$ cat src/rtl/sram_port_arbiter.sv
// sram_port_arbiter: shares one single-ported byte-addressed SRAM between the
// instruction-fetch port (read-only) and the data-memory port (read/write).
// DM has fixed priority; IF is forced through after MAX_WAIT consecutive
// denied cycles. Read data is registered, giving a one-cycle response.
module sram_port_arbiter #(
    parameter int unsigned MAX_WAIT = 4
) (
    input  logic        clk,
    input  logic        rst,

    input  logic        if_req,
    input  logic [15:0] if_addr,
    output logic        if_gnt,
    output logic [31:0] if_rdata,
    output logic        if_rvalid,

    input  logic        dm_req,
    input  logic [3:0]  dm_we,
    input  logic [15:0] dm_addr,
    input  logic [31:0] dm_wdata,
    output logic        dm_gnt,
    output logic [31:0] dm_rdata,
    output logic        dm_rvalid,
    output logic        dm_err,

    output logic [3:0]  sram_w_en,
    output logic [15:0] sram_address,
    output logic [31:0] sram_write_data,
    input  logic [31:0] sram_read_data
);

    localparam int unsigned CW = $clog2(MAX_WAIT + 1);
    localparam logic [CW-1:0] WAIT_LIMIT = CW'(MAX_WAIT);

    logic [CW-1:0] wait_cnt;
    logic          force_if;
    logic          dm_we_legal;
    logic          dm_read;

    // Grant decision: DM wins unless IF has waited MAX_WAIT cycles.
    always_comb begin
        force_if = (wait_cnt == WAIT_LIMIT);
        dm_gnt   = dm_req & ~rst & ~(if_req & force_if);
        if_gnt   = if_req & ~rst & ~dm_gnt;
    end

    // Strobe classification: only byte, half, word writes or a plain read.
    always_comb begin
        dm_we_legal = (dm_we == 4'b0000) || (dm_we == 4'b0001) ||
                      (dm_we == 4'b0011) || (dm_we == 4'b1111);
        dm_read     = (dm_we == 4'b0000);
    end

    // SRAM port mux; idle drives zeros so the SRAM sees a quiet bus.
    always_comb begin
        sram_w_en       = '0;
        sram_address    = '0;
        sram_write_data = '0;
        if (dm_gnt) begin
            sram_address    = dm_addr;
            sram_write_data = dm_wdata;
            sram_w_en       = dm_we_legal ? dm_we : 4'b0000;
        end else if (if_gnt) begin
            sram_address    = if_addr;
        end
    end

    // Starvation counter, response registers and sticky error flag.
    always_ff @(posedge clk) begin
        if (rst) begin
            wait_cnt  <= '0;
            if_rdata  <= '0;
            if_rvalid <= 1'b0;
            dm_rdata  <= '0;
            dm_rvalid <= 1'b0;
            dm_err    <= 1'b0;
        end else begin
            if (!if_req || if_gnt) begin
                wait_cnt <= '0;
            end else if (wait_cnt != WAIT_LIMIT) begin
                wait_cnt <= wait_cnt + CW'(1);
            end

            if_rvalid <= if_gnt;
            if (if_gnt) begin
                if_rdata <= sram_read_data;
            end

            dm_rvalid <= dm_gnt & dm_read;
            if (dm_gnt && dm_read) begin
                dm_rdata <= sram_read_data;
            end

            if (dm_gnt && !dm_we_legal) begin
                dm_err <= 1'b1;
            end
        end
    end

endmodule

$ cat config.mk
export PLATFORM = sky130hd
export DESIGN_NAME = sram_port_arbiter
export DESIGN_NICKNAME = d
export VERILOG_FILES = /design/src/rtl/sram_port_arbiter.sv
export SDC_FILE = /design/constraint.sdc
export NUM_CORES = 1
export LEC_CHECK = 0
export CAP_MARGIN = 30
export CORE_MARGIN = 2
export CORE_UTILIZATION = 38
export DETAILED_ROUTE_END_ITERATION = 10
export PLACE_DENSITY_LB_ADDON = 0.08
export SYNTH_ARGS = -nofsm -noshare
export SYNTH_HDL_FRONTEND = slang
export SYNTH_SLANG_ARGS = --single-unit
$ cat constraint.sdc
create_clock -name clk -period 4.7 [get_ports clk]
set_input_delay 0.94 -clock clk [delete_from_list [all_inputs] [get_ports clk]]
set_output_delay 0.94 -clock clk [all_outputs]
set_load 0.02 [all_outputs]
Word level (Yosys, flattened, before mapping):

Index checks and enable logic that the tools add are counted.

* $add $sub $neg: 1
* equal/unequal tests: 5
* muxes and demuxes: 5
* bitwise gates (word level): 9
* reductions and logical operators: 10

Operator list (number)
* 16-bit 2-to-1 mux: 2
* 32-bit 2-to-1 mux: 1
* 4-bit 2-to-1 mux: 2
* 1-bit bitwise AND: 6
* 4-bit by 1-bit equality test with 1-bit output, second input constant: 1
* 4-bit by 2-bit equality test with 1-bit output, second input constant: 1
* 4-bit equality test, second input constant: 1
* 4-bit logical NOT: 1
* 1-bit logical OR: 4
* 3-bit by 1-bit adder with 3-bit output, second input constant: 1
* 3-bit equality test, second input constant: 1
* 3-bit inequality test, second input constant: 1
* 1-bit inverter: 3
* 1-bit logical AND: 2
* 1-bit logical NOT: 2
* 2-bit OR reduction: 1

* register bits: 70
* input port bits: 104
* output and inout port bits: 121
* logic and storage cells: 36

Longest topological paths before layout:

* depth in word-level cells: 8
* gate-level depth with buffers: 7
* depth with buffers taken out: 5

Least setup slack after synthesis:

Ideal clock, no wire load.

* path type: input to output
* start point: input if_req
* end point: output sram_address[10]
* arrival: 2.040 ns
* required time: 3.760 ns
* path slack: 1.720 ns
* stages: 5
* buffers on the path: 2
* path through: and3_1 -> clkbuf_1 -> nor3_4 -> buf_2 -> a22o_1

* cells in the longest elaborated chain, start to end: 7
* elaborated cells on any way between the ends: 8
* classes of those cells: mux (2); bitwise (6)

RTL lines
* start: declaration: line 11 `input logic if_req,`
* 1-bit bitwise AND (*): line 43 `dm_gnt = dm_req & ~rst & ~(if_req & force_if);`
* 1-bit inverter (*): line 43
* 1-bit bitwise AND (*): line 43
* named net dm_gnt: line 21 `output logic dm_gnt,`
* 1-bit inverter: line 44 `if_gnt = if_req & ~rst & ~dm_gnt;`
* 1-bit bitwise AND: line 44
* 16-bit 2-to-1 mux: line 63 `end else if (if_gnt) begin`
* 16-bit 2-to-1 mux (*): line 59 `if (dm_gnt) begin`
* end: declaration: line 27 `output logic [15:0] sram_address,`

The timed path passes the listed nets; every way through them passes the cells marked *.

Final worst setup path:

* start point: input rst
* end point: output sram_address[13]

* cells in the longest elaborated chain, start to end: 7
* elaborated cells on any way between the ends: 8
* classes of those cells: mux (2); bitwise (6)

RTL lines
* start: declaration: line 9 `input logic rst,`
* 1-bit inverter (*): line 43, 44
* 1-bit bitwise AND (2 in series): line 43
* 1-bit inverter: line 44
* 1-bit bitwise AND: line 44
* 16-bit 2-to-1 mux: line 63
* 16-bit 2-to-1 mux (*): line 59

Every way passes the cells marked *; elsewhere a longest branch is shown, timed or not.

==> flow_summary.toml <==
[worst_setup_path]
crit_type = "in2out"
start_kind = "input port"
path_max_fanout = 21
worstPathRequired_ps = 3760
rr_worst_depth = 6
cp-startpoint = "rst"
r2r_start = "wait_cnt[0]"
end_kind = "output port"
arrival_ps = 3220

[floorplan]
rows = 33
io_pins = 225
start_util_pct = 38.8
die_h_um = 95.1
die_area_um2 = 9050
die_w_um = 95.1
core-area_um2 = 8130

[cells_and_area]
drive_gt1_share_pct = 5.82
num_antenna_cells = 0
syn_to_final_growth_pct = 80.1
fin_util_pct = 69.9
final_nets = 668

[cts]
clockBufferDepth = 2
cts_buffers = 9
post_cts_resized = 0
post_cts_buffers = 0
clk_pin_slew_worst_paths_ps = 80
cts_hold_buf = 0
clock-root-buffer = "clkbuf_8"
cts_sinks = 70
clk_latency_ps = 330
tritoncts = "done"
h-tree-depth = 3

[job]
cap_viol_max_count = 0

[synthesis]
synth_compound_area_share_pct = 20.1
postSynthAreaPerCell_um2 = 9.05
synthTopCellsByArea = "dfxtp_1 44%, mux2i_1 10%, o311ai_1 7.8%"
syn_area_um2 = 3160
synth_cells = 349
yosys.area_share.adder_pct = 0.793
synth_top_cell_by_area = "dfxtp_1"
ys_seq_area_share_pct = 44.4
ys_warn_count = 0
synth.area.mux_share_pct = 10.5
synth_xor_area_share_pct = 0.277
synth_cell_types = 30
synth-seq-cells = 70
synth_top_family_by_area = "compound AO/OA/AOI/OAI gates"
synth-simple-area-share_pct = 14.2
syn-num-nets = 455
synth_top_area_share_pct = 44.4

[detailed_routing]
post_drt_wl_per_cell_um = 16.4
num_vias = 3406
drc = 0
wl_um = 11000
detail_route.first_pass.iterations = 4
ant_nets = 0
drt-initial-drc-count = 106
viasPerCell = 5.07

[pwr]
power_frac_comb_pct = 21.2
total_power_uw = 1470
power.switching_uw = 386
vdd_drop_max_mv = 0.158
switching_share_pct = 26.2
p_per_area_nw_per_um2 = 259
leakage_uw = 0.00226
pwr-share-seq_pct = 42.3
power.internal_uw = 1090
pwr-share-clk_pct = 36.5

[sta]
fin_hold_ws_ps = 457
fin_setup_tns_ps = 0
tightestPinTransition_ps = 700
fmax_ghz = 0.241
finalSetupViolations = 0
relSlewSlack_pct = 53.2
finalCritPeriodShare_pct = 88.5
fin_ws_ps = 542
rsz0062_at_grt = "no"
fin_crit_ps = 4160
final-hold-violation-count = 0
drv_slew = 0
clock_skew_ps = 7.62

[placed_design]
dp_hpwl_um = 8020
place_congestion = 0.767
place_ws_ps = 561
port-buffer-count = 224

[min_path]
worstHoldStart = "wait_cnt[0]"
min_path_type = "reg2reg"
worstHoldPathCells = 1

[global_routing]
grt.total_usage_pct = 24.0
grt_overflow_total = 0
grt_max_degree = 50
antenna_found_initial = 0
grt_pass1_wl_um = 17100
first_global_vias = 3361

[status]
status = "finished, final reports clean"
## critical path: stages
cell and delay, ps:
clkdlybuf4s50_1 530, nor2b_1 270, a21boi_4 630, a22o_1 230, clkdlybuf4s50_1 610
## routing by layer
| layer | GRT usage (%) | part of all wire [%] |
|---|---|---|
| met1 | 29.9 | 42 |
| met2 | 39.7 | 49 |
| met3 | 8.14 | 6.7 |
| met4 | 6.52 | 1.8 |
| met5 | 0 | 0 |
## cells by family (layout without fill, tap and decap cells)
| family | count (synthesis) | count (layout) |
|---|---|---|
| fa+ha+maj | 2 | 2 |
| simple gates | 87 | 87 |
| mux | 33 | 33 |
| xor+xnor | 1 | 1 |
| flops | 70 | 70 |
| buf+inv | 71 | 289 |
| compound gates | 85 | 85 |
## flip-flops by register name (all words and copies together) (netlist names)
register,count
dm_rdata,32
wait_cnt,3
dm_rvalid,1
if_rvalid,1
if_rdata,32
dm_err,1
## layout make-up
type                       count  area (µm²)
fill                         651        2450
clock inverter                 7        97.6
clock buffer                   9         124
sequential                    70        1400
tap                          105         131
inverter                      39         146
timing repair buffer         234        2330
multi-input combinational    208        1450
## layout by cell type, fill, tap and decap left out, types with 3 or more instances in the layout
master | synthesis | routed
buf_4 | 0 | 9
nor2b_1 | 3 | 3
o311ai_1 | 28 | 28
o21ai_1 | 32 | 32
nand2_1 | 35 | 35
dfxtp_1 | 70 | 70
clkbuf_8 | 0 | 9
nor2_1 | 7 | 7
a22o_1 | 16 | 16
and3_1 | 33 | 33
clkdlybuf4s50_1 | 0 | 224
inv_1 | 37 | 37
nand3_1 | 5 | 5
mux2i_1 | 33 | 33
## stage by stage
step	std cells	area, µm²
2_1_floorplan	349	3160
3_3_place_gp	655	5440
3_5_place_dp	656	5460
4_1_cts	672	5680
5_1_grt	672	5680
6_report	672	5680
## synth_stat cells, drive strengths merged
library cell and n:
a21boi 2, clkbuf 20, nor3 1, a22o 16, o21ai 33, ha 2, inv 38, o311ai 32
nor2b 3, mux2i 33, nand2 35, or3 1, or4 1, xnor2 1, nor2 7, a311oi 1
dfxtp 70, nand3 5, and3 33, clkinv 1, buf 12, nor4 1, a31oi 1
## worst paths after layout
kind	endpoint	slack [ps]
hold reg to reg	wait_cnt[0]	460
setup / recovery	sram_address[13]	540
setup reg to reg	if_rdata[14]	2660
hold / removal	wait_cnt[0]	460
## power by group through the flow
stage	logic (µW)	clock network, µW	registers [µW]
floorplan	102	0	662
global placement	306	0	637
detailed placement	311	0	638
CTS	313	546	624
global route	332	582	627
finish	312	539	624
Power figures use the tool's default switching activity.
==> RTL change 1, RTL diff (config.mk and constraints unchanged) <==
Make the reset (`rst`) asynchronous in one clocked block.
--- a/src/rtl/sram_port_arbiter.sv
+++ b/src/rtl/sram_port_arbiter.sv
@@ -68,3 +68,3 @@
     // Starvation counter, response registers and sticky error flag.
-    always_ff @(posedge clk) begin
+    always_ff @(posedge clk or posedge rst) begin
         if (rst) begin
Check against the original RTL: differs if rst is asserted again (counterexample within 4 cycles, from zero or initial values and one cycle with rst high); with rst held inactive, the same outputs for 10 cycles.
==> RTL change 1 against the original RTL <==
- final cell count fell by 16%
- area after synthesis rose by 3.7%
- highest routed layer unchanged
- sequential cell count did not move
- hold slack improved by 0.010 ns
- wire length fell by 6.4%
- setup slack got worse by 0.0079 ns
- final area rose by 2.1%
- count of clock-buffer cells in the layout rose by 2
- global-route usage fell by 2.3 points
Power is not compared: it rests on default switching activity, and its combinational part moved more than twofold at a synthesized area within 25%.
==> RTL change 1: results (changes against the original RTL) <==
Clock buffers and inverters, area share -> 4.01% (+0.11 points)
clock buffer count in the final layout -> 11 (+2)
multi-input gates -> 145 (-30%)
GRT Resource Usage Total -> 21.8% (-2.3 points)
DP HPWL -> 8000 microns (-0.37%)
CTS Sinks -> 70 (unchanged)
fillers -> 615 (-5.5%)
Leak -> 2.51 nW
vias in the first global route -> 3029 (-9.9%)
Reg area -> 1750 sq um (+25%)
dominant cells by area after synthesis -> dfrtp_1 53%, mux2_2 15%, mux2_4 8.7%
Non-CTS buffers -> 227 (-3.0%)
worst clock skew -> 0.00947 ns (+0.00185 ns)
cell total after placement -> 551 (-16%)
Post-Synth XOR/XNOR Area -> 0.267% (-0.010 points)
Synth Area in Compound Gates -> 6.50% (-14 points)
Non-clock buffer share -> 39.0% (-2.0 points)
initial antenna violation count -> 0 (unchanged)
post-synthesis sequential area ratio -> 53.5% (+9.1 points)
CP Max Fanout -> 34 (+62%)
Top FF cell, synth -> dfrtp_1
vias per cell -> 4.99 (-1.5%)
status -> completed
multi-input combinational area share -> 24.2% (-1.4 points)
CTS resizes -> 0 (unchanged)
first-pass GRT wire length -> 16100 microns (-5.8%)
Synth Area in Adders -> 0.764% (-0.028 points)
commonest cells in the synthesized netlist -> 70 x dfrtp_1, 43 x mux2_2, 34 x and3_1
CP arrival -> 3.23 ns (about the same)
Non-Filler Instances -> 567 (-16%)
Non-clock inverters -> 4 (-90%)
GR Util met3 -> 6.58% (-1.6 points)
layout cells sized above 1 -> 19.9% (+14 points)
wire per inst -> 18.2 microns (+11%)
initial DRC count -> 83 (-22%)
Relative slew margins -> 54.4% (+1.2 points)
Distinct cells, synth -> 32 (+6.7%)
RD Place Congestion -> 0.771 (+0.52%)
mux contribution to synthesized area -> 24.2% (+14 points)
Net Count, Synth -> 340 (-25%)
Nets -> 563 (-16%)
post-synthesis area per instance -> 14.0 sq um (+55%)
fraction of registers with async set/reset -> 100% (+100 points)
largest net degree at the start of global routing -> 39 (-22%)
met2 usage -> 38.7% (-1.1 points)
Largest regs -> dm_rdata x32, if_rdata x32, wait_cnt x3
GR met1 Demand/Resource -> 24.2% (-5.6 points)
RTL change 1: final timing paths:
kind	startpoint	endpoint	slack [ns]	cells past startpoint
min in group asynchronous	rst	dm_rdata[20]$_DFFE_PP0P_	1.16	2
worst min register to register	dm_err$_DFFE_PP0P_	dm_err$_DFFE_PP0P_	0.47	1
worst max-delay path	rst	sram_w_en[1]	0.53	6
worst min-delay path	dm_err$_DFFE_PP0P_	dm_err$_DFFE_PP0P_	0.47	1
worst max register to register	wait_cnt[0]$_DFFE_PP0P_	if_rdata[14]$_DFFE_PP0P_	2.14	6
max in group asynchronous	rst	dm_rdata[29]$_DFFE_PP0P_	2.60	3
RTL change 1: metal layers:
metal	share of wire (%)	up-vias	wire, microns
met2	52	131	5410
met1	38	1387	3980
li1	-	1297	-
met5	0	-	0
met3	6.9	16	712
met4	2.4	0	243
RTL change 1: power groups by stage:
stage / registers [W] / clock network, W / logic, W
floorplan: 0.000916 / 0 / 0.000196
global placement: 0.000780 / 0 / 0.000720
detailed placement: 0.000784 / 0 / 0.000729
CTS: 0.000776 / 0.000559 / 0.000732
global route: 0.000790 / 0.000587 / 0.000760
finish: 0.000774 / 0.000546 / 0.000723
RTL change 1: worst max-delay path, stage by stage:
cell             delay (ns)
clkdlybuf4s50_1        0.50
and2b_4                0.48
and2_1                 0.19
buf_4                  0.25
and4_2                 0.25
clkdlybuf4s50_1        0.60
RTL change 1: stage by stage:
| step | worst slack, ns | utilization (%) | cell area, sq um |
|---|---|---|---|
| 6_report | 0.534 | 70.0 | 5810 |
| 5_1_grt | 0.453 | 70.0 | 5810 |
| 4_1_cts | 0.537 | 70.0 | 5810 |
| 3_5_place_dp | 0.535 | 67.1 | 5570 |
| 3_3_place_gp | 0.619 | 67.1 | 5570 |
| 2_1_floorplan | 1.89 | - | 3270 |
==> RTL change 2, RTL diff (same settings) <==
Without the edit above. Register the output `dm_err` once more, with the module's reset; this adds one clock of latency there. The other outputs are not delayed to match.
--- a/src/rtl/sram_port_arbiter.sv
+++ b/src/rtl/sram_port_arbiter.sv
@@ -33,2 +33,4 @@
     localparam logic [CW-1:0] WAIT_LIMIT = CW'(MAX_WAIT);
+
+    logic dm_err_s0;
 
@@ -75,3 +77,3 @@
             dm_rvalid <= 1'b0;
-            dm_err    <= 1'b0;
+            dm_err_s0 <= 1'b0;
         end else begin
@@ -94,4 +96,12 @@
             if (dm_gnt && !dm_we_legal) begin
-                dm_err <= 1'b1;
+                dm_err_s0 <= 1'b1;
             end
+        end
+    end
+
+    always_ff @(posedge clk) begin
+        if (rst) begin
+            dm_err <= '0;
+        end else begin
+            dm_err <= dm_err_s0;
         end
Check against the original RTL: not equivalent (a bounded check fails within 4 cycles, from zero or initial values and one cycle with rst high).
==> RTL change 2 against the original RTL <==
- final area grew 1.1%
- die area increased by 1.2%
- sequential cell count rose by 1
- wire length increased by 2.4%
- power up 5.5%
- setup slack better by 0.025 ns
- hold slack worse by 0.010 ns
- area after synthesis grew 1.3%
- critical path type unchanged
==> RTL change 2: results (changes against the original RTL) <==
Leak -> 2.31 nW (+2.6%)
GRT Resource Usage Total -> 24.6% (+0.57 points)
Slowest Stage Delay on Critical Path -> 0.64 ns
wl on met1 -> 4740 microns (+1.8%)
RR Startpoint -> wait_cnt[0]$_SDFFE_PP0P_
Largest regs -> dm_rdata x32, if_rdata x32, wait_cnt x3
Hold Path Class -> reg2reg
Relative slew margins -> 49.9% (-3.3 points)
CTS resizes -> 0 (unchanged)
Distinct cells, synth -> 33 (+10%)
reg2reg setup slack -> 2.67 ns (about the same)
worst hold start -> wait_cnt[0]$_SDFFE_PP0P_
vias per cell -> 5.04 (-0.58%)
DP HPWL -> 8220 microns (+2.4%)
FF-to-FF End -> if_rdata[14]$_SDFFE_PP0N_
vias in the first global route -> 3331 (-0.89%)
Top FF cell, synth -> dfxtp_1
wire per inst -> 16.9 microns (+2.7%)
Post-CTS Setup Inserts -> 0 (unchanged)
status -> completed
first-pass GRT wire length -> 17200 microns (+0.85%)
post-synthesis sequential area ratio -> 44.5% (+0.070 points)
Worst VDD drop -> 0.174 mV (+9.6%)
layout cells sized above 1 -> 6.19% (+0.37 points)
routed wl met2 -> 5540 microns (+1.9%)
initial DRC count -> 121 (+14%)
Post-Place Cell Area -> 5490 sq um (+0.50%)
via count -> 3376 (-0.88%)
port buffer count -> 224 (unchanged)
dominant cells by area after synthesis -> dfxtp_1 44%, mux2i_1 10%, o311ai_1 7.4%
routed wl met3 -> 905 microns (+21%)
fillers -> 646 (-0.77%)
Net Count, Synth -> 454 (-0.22%)
Fin Hold WS -> 0.447 ns (-0.00996 ns)
Nets -> 666 (-0.30%)
CP Max Fanout -> 19 (-9.5%)
CP arrival -> 3.19 ns (-0.03 ns)
cell total after placement -> 654 (-0.30%)
slowest CP cell -> clkdlybuf4s50_1
worst clock skew -> 0.0114 ns (+0.00380 ns)
synthesized instance count -> 348 (-0.29%)
RD Place Congestion -> 0.828 (+7.9%)
commonest cells in the synthesized netlist -> 71 x dfxtp_1, 37 x inv_1, 36 x and3_1
largest net degree at the start of global routing -> 53 (+6.0%)
RTL change 2: cell count changes after synthesis, sizes merged, moves of 2 or more:
cell    before  now
nand3        5    3
nor2         7    5
buf         12   15
and3        33   36
clkbuf      20   17
RTL change 2: layer usage:
layer / global-route usage [%] / up-vias
met4: 6.07 / 0
met3: 9.32 / 12
li1: - / 1670
met5: 0 / -
met2: 42.8 / 122
met1: 28.5 / 1572
RTL change 2: power breakdown:
| part | switching (W) | internal, W | total (W) |
|---|---|---|---|
| registers | 0.0000104 | 0.000623 | 0.000633 |
| clock network | 0.000227 | 0.000382 | 0.000609 |
| logic | 0.000138 | 0.000174 | 0.000313 |
RTL change 2: kinds of logic (layout without fill, tap and decap cells):
group                      count (synthesis)  in the layout  share of synthesized area, %
and+or+nand+nor                           86             86                          13.9
buffers and inverters                     70            287                          10.0
DFF                                       71             71                          44.5
AOI/OAI and AO/OA                         85             85                          20.2
adders and majority gates                  2              2                         0.783
xor gates and xnor gates                   1              1                         0.274
muxes                                     33             33                          10.3
RTL change 2: through the flow:
step	total power, W	setup WS, ns
6_report	0.00155	0.567
4_1_cts	0.00156	0.555
3_3_place_gp	0.000954	0.631
3_5_place_dp	0.000960	0.584
5_1_grt	0.00162	0.490
2_1_floorplan	0.000773	1.72
RTL change 2: layout make-up:
cell class / count / area [sq um] / area share, %
clock inverter: 5 / 104 / 1.81
sequential: 71 / 1420 / 24.7
multi-input combinational: 207 / 1470 / 25.6
inverter: 38 / 143 / 2.48
timing repair buffer: 233 / 2320 / 40.4
clock buffer: 11 / 151 / 2.64
tap: 105 / 131 / 2.29
RTL change 2: worst max path at each step:
stage | from | endpoint | slack (ns) | cells past startpoint
after global placement | rst | sram_address[14] | 0.63 | 5
after floorplan | if_req | sram_w_en[2] | 1.72 | 5
after detailed placement | rst | sram_address[14] | 0.58 | 5
after CTS | rst | sram_address[14] | 0.56 | 5
after global routing | rst | sram_address[14] | 0.49 | 5
final | rst | sram_address[14] | 0.57 | 5
